==> src/rtl/bus_arbiter4_if.sv <==
// bus_arbiter4_if: request/grant/handshake bundle between four masters, the arbiter and the shared slave.
interface bus_arbiter4_if;
  logic [3:0] req;
  logic       bus_ack;
  logic [3:0] gnt;
  logic [1:0] sel;
  logic       bus_req;
  logic [3:0] done;
  logic       timeout;
  modport master (input req, bus_ack, output gnt, sel, bus_req, done, timeout);
  modport slave (output req, bus_ack, input gnt, sel, bus_req, done, timeout);
endinterface

==> src/rtl/bus_arbiter4.sv <==
// bus_arbiter4: four-master round-robin arbiter holding the grant until bus_ack or master abort.
// Optional ARB_TIMEOUT_EN aborts a grant after TIMEOUT BUSY cycles without bus_ack.
module bus_arbiter4 #(
  parameter int unsigned TIMEOUT = 16,
  parameter int unsigned CNT_W = 8
) (
  input logic clk,
  input logic rstn,
  bus_arbiter4_if.master b
);
  localparam logic [0:0] IDLE = 1'b0, BUSY = 1'b1;
  if (TIMEOUT < 2 || TIMEOUT > 255 || (64'd1 << CNT_W) <= 64'(TIMEOUT)) begin : g_bad_param
    $error("bus_arbiter4: TIMEOUT/CNT_W out of range");
  end
  logic [0:0] state;
  logic [1:0] last, pick, sel;
  logic [3:0] gnt;
  logic       tmo_hit, fin;
  // Scan last+1 .. last+4; iterating backwards lets the nearest requester win.
  always_comb begin
    pick = '0;
    for (int k = 4; k >= 1; k--) if (b.req[last + 2'(k)]) pick = last + 2'(k);
  end
  assign fin = b.bus_ack | ~b.req[sel] | tmo_hit;
  always_ff @(posedge clk or negedge rstn)
    if (!rstn) begin
      state <= IDLE;
      gnt <= '0;
      sel <= '0;
      last <= 2'd3;
    end else if (state == IDLE) begin
      if (|b.req) begin
        state <= BUSY;
        gnt <= 4'd1 << pick;
        sel <= pick;
      end
    end else if (fin) begin
      state <= IDLE;
      gnt <= '0;
      last <= sel;
    end
`ifdef ARB_TIMEOUT_EN
  logic [CNT_W-1:0] cnt;
  logic             timeout;
  assign tmo_hit = state == BUSY && cnt == CNT_W'(TIMEOUT - 1);
  always_ff @(posedge clk or negedge rstn)
    if (!rstn) begin
      cnt <= '0;
      timeout <= 1'b0;
    end else begin
      cnt <= state == IDLE ? '0 : (&cnt ? cnt : cnt + 1'b1);
      timeout <= tmo_hit & ~b.bus_ack & b.req[sel];
    end
  assign b.timeout = timeout;
`else
  assign tmo_hit = 1'b0;
  assign b.timeout = 1'b0;
`endif
  assign b.gnt = gnt;
  assign b.sel = sel;
  assign b.bus_req = state == BUSY;
  assign b.done = gnt & {4{b.bus_ack & (state == BUSY)}};
endmodule

==> src/flat_wrapper.sv <==
// flat-port wrapper written by rule: the top's interface ports become plain ports
module bus_arbiter4_flat 
#(
  parameter int unsigned TIMEOUT = 16,
  parameter int unsigned CNT_W = 8
)
  (clk, rstn, b_req, b_bus_ack, b_gnt, b_sel, b_bus_req, b_done, b_timeout);
  bus_arbiter4_if b_i ();
  input logic clk;
  input logic rstn;
  input wire logic [$bits(b_i.req)-1:0] b_req;
  input wire logic [$bits(b_i.bus_ack)-1:0] b_bus_ack;
  output wire logic [$bits(b_i.gnt)-1:0] b_gnt;
  output wire logic [$bits(b_i.sel)-1:0] b_sel;
  output wire logic [$bits(b_i.bus_req)-1:0] b_bus_req;
  output wire logic [$bits(b_i.done)-1:0] b_done;
  output wire logic [$bits(b_i.timeout)-1:0] b_timeout;
  assign b_i.req = b_req;
  assign b_i.bus_ack = b_bus_ack;
  assign b_gnt = b_i.gnt;
  assign b_sel = b_i.sel;
  assign b_bus_req = b_i.bus_req;
  assign b_done = b_i.done;
  assign b_timeout = b_i.timeout;
  bus_arbiter4 #(.TIMEOUT(TIMEOUT), .CNT_W(CNT_W)) u_core (.clk(clk), .rstn(rstn), .b(b_i));
endmodule
==> config.mk <==
export PLATFORM = sky130hd
export DESIGN_NAME = bus_arbiter4_flat
export DESIGN_NICKNAME = d
export VERILOG_FILES = /design/src/rtl/bus_arbiter4_if.sv /design/src/rtl/bus_arbiter4.sv /design/src/flat_wrapper.sv
export SDC_FILE = /design/constraint.sdc
export NUM_CORES = 1
export LEC_CHECK = 0
export CAP_MARGIN = 20
export CELL_PAD_IN_SITES_DETAIL_PLACEMENT = 1
export CELL_PAD_IN_SITES_GLOBAL_PLACEMENT = 2
export CORE_AREA = 2 2 48 50
export CTS_CLUSTER_SIZE = 40
export DETAILED_ROUTE_END_ITERATION = 10
export DIE_AREA = 0 0 50 52
export PLACE_DENSITY = 0.87
export SYNTH_ARGS = -nofsm -noshare
export SYNTH_HDL_FRONTEND = slang
export SYNTH_SLANG_ARGS = --single-unit
==> constraint.sdc <==
create_clock -name clk -period 2.55 [get_ports clk]
set_clock_uncertainty 0.2 [all_clocks]
set_input_delay 0.765 -clock clk [delete_from_list [all_inputs] [get_ports clk]]
set_output_delay 0.765 -clock clk [all_outputs]
set_load 0.01 [all_outputs]
==> results.tsv <==
metric	value	unit
DRC	0	
PortBufs	17	
LEAKAGE	0.0003417	µW
CP Launch Type	primary input	
Synth Net Count	61	
GRT Total Usage	12.18	%
critical path class	primary input to output port	
worst min path class	register to register	
DPL Wire Length	1.126	mm
cell seen most often among critical-path stages	dlygate4sd2_1	
YS warnings	0	
WP data required	1.59	ns
Gate Count Post-Synth	54	
starting density of the core	25.43	%
setup violators final	0	
power per cell area	1083	nW/µm²
min cycle time layout	2.408	ns
largest cells by area after synthesis	dfrtp_1 33%, dfstp_2 9.8%, and3_1 4.7%	
htree depth	1	
Worst VDD drop	0.4806	mV
FF/Latch Area	227.7	µm²
num rows	17	
worst hold slack	0.3377	ns
final slew viol count	0	
DR WL/cell	12.97	µm
Final Cycle Share	94.44	%
Post-Syn Area per Cell	9.917	µm²
Die Ht	52	µm
initial antenna violation count	0	
crit-path max FO	5	
Hold Crit Depth	2	
die area	2600	µm²
Synth-to-Final Area Change	46.73	%
R2R depth	4	
setup slack at placement	-0.4314	ns
post-CTS setup buffer count	0	
Mapped Area	535.5	µm²
vias in the first global route	499	
final hold viol count	0	
critical path arrival	1.44	ns
post-synth top area share	32.71	%
ANT cells	0	
DRT met1 WL	580	µm
Cell variety after synth	27	
Initial DRC Count	3	
Via density	4.877	
Reg clk slew, reported paths	0.06	ns
setup slack after layout	0.1419	ns
unrepaired setup endpoints after global routing	false	
min-delay src	u_core.b.gnt[2]	
CTS Buf Count	3	
drt pass-1 iters	3	
commonest non-fill, non-tap cell in the layout	clkdlybuf4s50_1	
filler instances	255	
Die Wd	50	µm
GP Congestion	0.6898	
vias post-DR	517	
status	finished, final reports clean	
WHS Endpoint	u_core.b.gnt[2]	
count of hold-fix buffers inserted at cts	0	
fraction of layout cells with a size suffix above 1	23.08	%
first-pass GRT wire length	2.242	mm
Worst Setup End Kind	output port	
max-capacitance violation count	0	
post-synthesis sequential area ratio	42.52	%
most frequent cells in the layout	12 x clkdlybuf4s50_1, 7 x dfrtp_1, 5 x buf_4	
final wirelength	1.375	mm
Yosys reg bits	9	
area leader, netlist	dfrtp_1	
critical path's top delay family	buffers and inverters	
Max Root-Sink Buffers	2	
largest net degree at the start of global routing	10	
gr ovfl total	0	
Layout Nets	86	
CP max stage cell	dlygate4sd2_1	
routed length on met2	665	µm
area of the multi-input gates	281.5	µm²
met3 WL post-DR	101	µm
Ports	19	
FMAX	0.4153	GHz
CORE AREA	2106	µm²
worst path bufs/invs	2	
TritonCTS clock tree	built	
Clock Tree Root	clkbuf_4	
cells along the critical path	dlygate4sd2_1, and3_1, dlygate4sd2_1	
R2R Setup Slk	0.87	ns
DR top layer	met4	
Crit Reg-Reg Endpoint	u_core.b.gnt[3]	
Worst R2R Start	u_core.last[0]	
Critical Path Max Stage Delay	0.27	ns
CTS Sinks	9	
clock latency on the worst-skew pair	0.26	ns
DRT antenna net count	0	
cts repair resizes	10	
[Yosys cell counts]
cell type	instances
a211oi_1	1
nand2_1	4
mux2i_1	2
nand3_1	2
and3_1	4
or2_1	2
nor2_2	1
o221ai_2	1
dfrtp_1	7
nor2_1	3
or2_0	1
buf_6	1
buf_4	1
mux2_2	2
a21oi_1	1
nor3_1	1
a311oi_2	1
conb_1	1
a21boi_0	1
nand2b_1	4
o21ai_0	4
a211o_1	1
nor4_2	1
inv_1	2
nor3b_1	1
dfstp_2	2
a32o_1	2
[worst register-to-register path: stages, from the launching register on]
cell and delay (ns):
dfstp_2 0.54, nand2b_1 0.14, o21ai_0 0.12, a211oi_1 0.40
o21ai_0 0.16
[kinds of logic after synthesis]
| family | count (synthesis) | share of synthesized area [%] |
|---|---|---|
| AND/OR/NAND/NOR | 24 | 25.47 |
| AO/OA/AOI/OAI | 12 | 18.46 |
| flip-flops | 9 | 42.52 |
| multiplexers | 4 | 7.944 |
| buffers and inverters | 4 | 4.907 |
| other | 1 | 0.7003 |
[layer usage]
metal,vias to the layer above,track usage (%)
met2,18,20.61
met4,0,6.944
met1,250,13.14
li1,244,-
met5,-,0
met3,5,4.310
[worst max path at each step]
| stage | startpoint | end | slack, ns | depth (start not counted) |
|---|---|---|---|---|
| 2_1_floorplan | b_bus_ack | u_core.last[0] | 0.64 | 3 |
| 3_3_place_gp | b_bus_ack | b_done[2] | -0.38 | 3 |
| 3_5_place_dp | b_bus_ack | b_done[0] | -0.43 | 3 |
| 4_1_cts | b_bus_ack | b_done[3] | 0.13 | 3 |
| 5_1_grt | b_bus_ack | b_done[3] | 0.10 | 3 |
| 6_report | b_bus_ack | b_done[3] | 0.14 | 3 |
[power breakdown]
group	switching [µW]	leakage, µW	internal (µW)
registers	84.3	0.000110	224
clock network	47.8	0.0000150	60.2
logic	188	0.000217	247
[area by class of cell]
cell class	instances	area share [%]
well taps	28	4.459
flip-flops and latches	9	28.98
repair buffers	22	26.43
clock buffers	4	3.344
multi-input cells	41	35.83
inverters	2	0.9554
[state kept, by name (all words and copies together) (netlist names)]
| register | flops |
|---|---|
| u_core.last | 2 |
| u_core.b.sel | 2 |
| u_core.b.bus_req | 1 |
| u_core.b.gnt | 4 |
[through the flow]
| stage | setup TNS, ns | utilization [%] | total power, µW | std cells | area, µm² |
|---|---|---|---|---|---|
| after floorplan | 0 | - | 532.8 | 54 | 535.5 |
| after detailed placement | -1.644 | 36.07 | 755.0 | 102 | 759.5 |
| final | 0 | 37.31 | 851.1 | 106 | 785.8 |
| after CTS | 0 | 37.31 | 864.2 | 106 | 785.8 |
| after global routing | 0 | 37.31 | 915.1 | 106 | 785.8 |
| after global placement | -1.509 | 36.07 | 739.0 | 102 | 759.5 |
(Power assumes the default switching activity.)
